File: src/rtl/noise_share_scheduler.sv
// Round-robin distribution of one signed noise stream across NUM_CH consumer channels.
// Output stays idle for a fixed warm-up after reset. After that, at most one channel is granted per cycle.
module noise_share_scheduler #(
  parameter int unsigned NUM_CH        = 4,
  parameter int unsigned CH_IDX_BITS   = 2,
  parameter int unsigned NOISE_BITS    = 15,
  parameter int unsigned WARMUP_CYCLES = 16,
  parameter int unsigned CNT_BITS      = 16
) (
  input  logic                         clk,
  input  logic                         rst,
  input  logic signed [NOISE_BITS-1:0] noise_in,
  input  logic        [NUM_CH-1:0]     ch_enable,
  input  logic        [NUM_CH-1:0]     req,
  input  logic                         freeze,
  output logic        [NUM_CH-1:0]     gnt,
  output logic signed [NOISE_BITS-1:0] noise_out,
  output logic        [CH_IDX_BITS-1:0] noise_ch,
  output logic                         noise_valid,
  output logic                         ready,
  output logic        [CNT_BITS-1:0]   grant_count
);

  typedef enum logic [0:0] {StWarmup, StRun} state_e;

  localparam logic [7:0]             WarmupLast = 8'(WARMUP_CYCLES - 1);
  localparam logic [CH_IDX_BITS-1:0] LastCh     = CH_IDX_BITS'(NUM_CH - 1);
  localparam logic [NUM_CH-1:0]      OneHot0    = NUM_CH'(1);

  state_e                  state_q;
  logic [7:0]              warm_cnt_q;
  logic [CH_IDX_BITS-1:0]  ptr_q, ptr_d;
  logic [NUM_CH-1:0]       gnt_q, gnt_d;
  logic signed [NOISE_BITS-1:0] noise_out_q;
  logic [CH_IDX_BITS-1:0]  noise_ch_q;
  logic                    valid_q;
  logic                    ready_q;
  logic [CNT_BITS-1:0]     cnt_q, cnt_d;

  logic [NUM_CH-1:0]       eligible;
  logic                    grant_ok;
  logic                    found;
  logic [CH_IDX_BITS-1:0]  pick;
  logic [CH_IDX_BITS-1:0]  cand;
  int unsigned             idx;

  assign eligible = req & ch_enable;
  assign grant_ok = !freeze && (|eligible);

  // Scan from the pointer upward, wrapping at NUM_CH-1; the first eligible channel wins.
  always_comb begin
    found = 1'b0;
    pick  = '0;
    cand  = '0;
    idx   = 0;
    for (int unsigned i = 0; i < NUM_CH; i++) begin
      idx = 32'(ptr_q) + i;
      if (idx >= NUM_CH) idx = idx - NUM_CH;
      cand = CH_IDX_BITS'(idx);
      if (!found && eligible[cand]) begin
        found = 1'b1;
        pick  = cand;
      end
    end
  end

  always_comb begin
    ptr_d = (pick == LastCh) ? '0 : pick + CH_IDX_BITS'(1);
    gnt_d = OneHot0 << pick;
    cnt_d = cnt_q + CNT_BITS'(1);
  end

  always_ff @(posedge clk) begin
    if (!rst) begin
      state_q     <= StWarmup;
      warm_cnt_q  <= '0;
      ptr_q       <= '0;
      gnt_q       <= '0;
      noise_out_q <= '0;
      noise_ch_q  <= '0;
      valid_q     <= 1'b0;
      ready_q     <= 1'b0;
      cnt_q       <= '0;
    end else begin
      unique case (state_q)
        StWarmup: begin
          if (warm_cnt_q == WarmupLast) begin
            state_q <= StRun;
            ready_q <= 1'b1;
          end else begin
            warm_cnt_q <= warm_cnt_q + 8'd1;
          end
        end
        StRun: begin
          if (grant_ok) begin
            gnt_q       <= gnt_d;
            valid_q     <= 1'b1;
            noise_out_q <= noise_in;
            noise_ch_q  <= pick;
            cnt_q       <= cnt_d;
            ptr_q       <= ptr_d;
          end else begin
            // Sample is dropped; noise_out and noise_ch keep the last delivered values.
            gnt_q   <= '0;
            valid_q <= 1'b0;
          end
        end
        default: state_q <= StWarmup;
      endcase
    end
  end

  assign gnt         = gnt_q;
  assign noise_out   = noise_out_q;
  assign noise_ch    = noise_ch_q;
  assign noise_valid = valid_q;
  assign ready       = ready_q;
  assign grant_count = cnt_q;

endmodule

File: config.mk
export PLATFORM = sky130hd
export DESIGN_NAME = noise_share_scheduler
export DESIGN_NICKNAME = d
export VERILOG_FILES = /design/src/rtl/noise_share_scheduler.sv
export SDC_FILE = /design/constraint.sdc
export NUM_CORES = 1
export LEC_CHECK = 0
export ABC_AREA = 1
export ABC_CLOCK_PERIOD_IN_PS = 5050
export BUFFER_PORTS_ARGS = -buffer_cell sky130_fd_sc_hd__buf_2
export CORE_MARGIN = 10
export CORE_UTILIZATION = 28
export DETAILED_ROUTE_END_ITERATION = 6
export PLACE_DENSITY_LB_ADDON = 0.05
export SLEW_MARGIN = 20
export SYNTH_ARGS = -nofsm -noshare
export SYNTH_HDL_FRONTEND = slang
export SYNTH_SLANG_ARGS = --single-unit
File: constraint.sdc
create_clock -name clk -period 5.05 [get_ports clk]
set_clock_uncertainty 0.2 [all_clocks]
set_input_delay 0.2525 -clock clk [delete_from_list [all_inputs] [get_ports clk]]
set_output_delay 0.2525 -clock clk [all_outputs]
set_load 0.03 [all_outputs]
## After elaboration in Yosys (flattened, before gate mapping)

Cells that the tools add are included.

- Add/sub/neg operators: 10
- Multiply operators: 0
- Divide/modulo/power cells: 0
- Magnitude comparators: 8
- Equal/unequal tests: 2
- Shift-type cells: 1
- Mux-type cells: 24
- Bitwise logic cells: 3
- Reductions and logical operators: 12

Operator list:

| cell | number |
|---|---|
| 2-bit 2-to-1 mux | 9 |
| 16-bit by 1-bit adder with 16-bit output, second input constant | 1 |
| 2-bit by 3-bit < comparator with 1-bit output, second input constant | 4 |
| 1-bit 2-to-1 mux | 10 |
| 3-bit >= comparator, second input constant | 3 |
| 8-bit by 1-bit adder with 8-bit output, second input constant | 1 |
| 1-bit binary-select mux with 2-bit select | 4 |
| 8-bit by 4-bit == test with 1-bit output, second input constant | 1 |
| 2-bit by 1-bit subtractor with 2-bit output, second input constant | 4 |
| 2-bit by 2-bit adder with 3-bit output, second input constant | 2 |
| 2-bit AND reduction | 3 |
| 4-bit AND | 1 |
| 1-bit logical AND | 4 |
| 1-bit logical NOT | 4 |
| 4-bit 2-to-1 mux | 1 |
| 4-bit OR reduction | 1 |
| 1-bit by 2-bit << shifter with 4-bit output, first input constant | 1 |
| 2-bit by 1-bit adder with 3-bit output, second input constant | 1 |
| 2-bit by 3-bit >= comparator with 1-bit output, second input constant | 1 |
| 2-bit by 1-bit adder with 2-bit output, second input constant | 1 |
| 2-bit == test, second input constant | 1 |
| 1-bit NOT | 2 |

- Register bits after elaboration: 50
- Bits in latches: 0
- Memory bits (writable): 0
- Memory bits (read-only): 0
- Bits of input ports: 26
- Output and inout port bits: 39
- Logic and storage cells: 69
- Memories kept: 0

## Longest topological paths before layout

- Word-level depth: 16
- Mapped depth: 15
- Depth with buffers taken out: 14

## Least setup slack after synthesis

OpenSTA, ideal clock, no wires.

- Path type: register -> register
- Start: reg ptr_q[0]
- End: reg ptr_q[1]
- Library setup time: 120 ps
- Arrival: 1,584 ps
- Required time: 4,730 ps
- Slack: 3,146 ps
- Cell stages (with the launch flop): 14
- Buffers on the path: 1
- Period minus slack after synthesis: 1,904 ps
- Cell sequence: dfxtp_1 buf_6 inv_8 nand2_1 nand2_1 nor2_1 nor2_4 nand3_1 nand3_1 nand2_2 inv_1 ha_1 o21ai_0 a21oi_1

- Cells in the longest elaborated chain, start to end: 16
- Elaborated cells on any way between the ends: 39
- Classes of those cells: 8 x add/sub; 4 x order compare; 1 x eq/ne; 20 x mux; 6 x reduce/logical

RTL lines:

| item | line | RTL |
|---|---|---|
| start: declaration | 32 | `logic [CH_IDX_BITS-1:0] ptr_q, ptr_d;` |
| start signal: assignment | 101 | `ptr_q <= ptr_d;` |
| parallel branches: the longest is 13 deep, another holds 2-bit by 1-bit adder with 3-bit output | -- |  |
| 2-bit 2-to-1 mux * | 60 | `if (!found && eligible[cand]) begin` |
| named net pick[1] | 43 | `logic [CH_IDX_BITS-1:0] pick;` |
| 2-bit by 1-bit adder with 2-bit output or 2-bit == test (tied branches) | 68 | `ptr_d = (pick == LastCh) ? '0 : pick + CH_IDX_BITS'(1);` |
| 2-bit 2-to-1 mux * | 68 |  |
| named net ptr_d[1] | 32 |  |

Mark *: on every way through the listed nets, which the timed path passes. The select of a mux whose other input is x is not followed.
A chain may end at the register's enable or synchronous reset.

## Worst setup path in the final report

- Start: reg state_q
- End: reg cnt_q[9], in the netlist grant_count[9]

- Cells in the longest elaborated chain, start to end: 1

RTL lines:

| item | line | RTL |
|---|---|---|
| start: declaration | 30 | `state_e state_q;` |
| start signal: assignment | 75 | `state_q <= StWarmup;` |
| start signal: assignment | 88 | `state_q <= StRun;` |
| start signal: assignment | 108 | `default: state_q <= StWarmup;` |
| 2-bit AND reduction (no source line) | -- |  |
| end signal: assignment | 100 | `cnt_q <= cnt_d;` |
| end: declaration | 38 | `logic [CNT_BITS-1:0] cnt_q, cnt_d;` |

No other way between the ends.

==> out/metrics.cfg <==
[power]
power_density_mw_per_mm2=241
leakagePower_nw=1.32
vdd_ir_drop_max_uv=101

[clock_network]
cts_max_level=2
cts_tree=done
cts_resized=0
cts_num_sinks=50
clk_latency_ns=0.30
cts_buffer_depth=2
cts_buffers=5
cts_hold_buf=7
path_clk_slew_ns=0.10
post_cts_buffers=0
root_buffer=clkbuf_8

[synthesis]
synth_fp_nets=367
synth_ff_type=dfxtp_1
synth_top_cell_by_area=dfxtp_1
synth_seq_area_share_pct=40.9
synth-seq-cells=50
syn_area_per_cell_um2=7.31
synth_top_area_share_pct=40.9
synth_edf_count=0
yosysUniqueCellTypes=34
synth_common_cells=nand2_1 (65), nor2_1 (54), dfxtp_1 (50)
synth.area.top_cells=dfxtp_1 (41%), nand2_1 (10%), nor2_1 (8.3%), o21ai_0 (5.9%), nand3_1 (5.1%)
synthCells=335
synthArstFlopShare_pct=0
synth.most_common_cell=nand2_1
yosys_warnings=0
syn-cell-area_mm2=0.00245

[detailed_routing]
antenna_left=0
post_drt_wl_per_cell_um=12.5
dr.pass1.iters=4
vias=2279
wl_um=6380
drc_errors=0
drtIter0Drc=50
vias_per_cell=4.46

[run_status]
outcome=finished clean

[worst_setup_path]
critical_path.top_delay_family=simple AND/OR/NAND/NOR gates
critical_path.most_common_cell=inv_2
critPathKind=reg2reg
cp_num_buf_inv=2
cp_slowest_stage_delay_ns=0.58
arrival_ns=2.40
path_cells=inv_2 > nor2_4 > nand2_2 > inv_2 > nand3_1 > nor2_2 > xor2_1 > nor2_1
crit_required_ns=5.02
cp-end-kind=flip-flop
cp_slowest_cell=inv_2
worst_setup_path_start_kind=flip-flop
path_max_fanout=34

[global_routing]
grt_pass1_wl_um=11000
grt-ovfl-total=0
track_usage_pct=10.2
grt_pass1_vias=2326
grt_max_degree=36
antenna_found_initial=0

[die]
die_w_um=114
die-height_um=114
dieArea_mm2=0.0129
boundaryPins=65
fp-row-count=34
start_util_pct=28.4
core_mm2=0.00864

[timing]
setup_viol=0
period_needed_ns=2.43
fmax_ghz=0.412
rsz0062_at_grt=false
worst_slack_ns=2.62
worst_pin_slew_ns=0.582
max_slew_margin_pct=61.2
hold_viol_final=0
finalCritPeriodShare_pct=48.0
finalSetupTns_ns=0
drv_slew=0
fin_hold_ws_ns=0.00722

[placed_design]
dp_worst_setup_slack_ns=2.57
io_buffers=64
dp_hpwl_um=4750
routabilityCongestion=0.769

[cells_and_area]
syn_to_final_growth_pct=23.3
drive_gt1_share_pct=25.6
antenna_cells=0
seq_area_mm2=0.00100
fillers=957
multi_input_area_mm2=0.00128
nNetsFinal=434

[flow_run]
drv_cap=0

[worst_hold_path]
hold_class=in2reg

cell usage in the layout, fill, tap and decap left out:
cell type,n
nand3_4,1
xnor2_1,1
bufinv_16,1
and3_1,1
nand3_2,1
inv_2,3
nor3b_2,1
o21ai_0,29
nor2_4,4
ha_1,6
nand2_4,2
nor3_4,1
nand3_1,25
nand4_2,1
clkbuf_1,1
o21bai_1,1
nand4_1,5
o21a_1,1
dfxtp_1,50
nand2_1,65
nor3_1,3
nor2_2,3
inv_1,23
xor2_1,4
clkbuf_8,5
a31oi_1,1
a21oi_1,23
nor2_1,54
buf_2,64
o21ba_2,1
a21oi_2,2
inv_8,1
clkinvlp_4,1
dlygate4sd3_1,7
nand2_2,11
cells by family (layout without fill, tap and decap cells):
| family | after synthesis | in the layout | synth area share, % |
|---|---|---|---|
| AND/OR/NAND/NOR | 178 | 178 | 34.6 |
| XOR/XNOR | 5 | 5 | 1.79 |
| buffers and inverters | 38 | 106 | 7.05 |
| adder cells (fa/ha/maj) | 6 | 6 | 3.06 |
| AO/OA/AOI/OAI | 58 | 58 | 12.6 |
| flip-flops | 50 | 50 | 40.9 |
sequential cells by signal, indices dropped and copies added, names as in the netlist, 2 cells and up:
register / cells
ptr_q: 2
warm_cnt_q: 8
noise_ch: 2
grant_count: 16
gnt: 4
noise_out: 15
per-layer routing:
metal / up-vias / GRT usage (%) / share of wire, % / wire length (um)
li1: 1218 / - / - / -
met1: 1025 / 11.6 / 46 / 2940
met2: 34 / 17.9 / 49 / 3140
met3: 2 / 3.04 / 4.1 / 262
met4: 0 / 2.79 / 0.58 / 37
met5: - / 0 / 0 / 0
area by class of cell:
type	count	share of cell area, %
Clock buffer	6	2.40
Clock inverter	2	1.24
Inverter	27	3.60
Multi-Input combinational cell	247	42.2
Sequential cell	50	33.1
Tap cell	108	4.47
Timing Repair Buffer	71	12.9
through the flow:
step	utilization [%]	cells	power [mW]	cell area, um^2
2_1_floorplan	-	335	0.434	2450
3_3_place_gp	32.9	496	0.452	2840
3_5_place_dp	32.9	496	0.452	2840
4_1_cts	35.0	511	0.745	3020
5_1_grt	35.0	511	0.768	3020
6_report	35.0	511	0.728	3020
path summary, 6_finish.rpt:
check	depth (start not counted)	startpoint	slack, ns	endpoint
setup / recovery	8	state_q	2.62	grant_count[9]
hold / removal	3	noise_in[14]	0.007	noise_out[14]
setup reg to reg	8	state_q	2.62	grant_count[9]
hold reg to reg	2	gnt[2]	0.27	gnt[2]
worst reg2reg max path, stage by stage (launching register included):
cell	delay, ns
dfxtp_1	0.41
inv_2	0.11
nor2_4	0.11
nand2_2	0.32
inv_2	0.59
nand3_1	0.18
nor2_2	0.17
xor2_1	0.16
nor2_1	0.05
power by group:
part	total [mW]	switching (mW)	internal [mW]
combinational	0.0482	0.0271	0.0211
sequential	0.398	0.00187	0.396
clock	0.282	0.134	0.148
No activity file was read; power rests on OpenSTA's default activity.
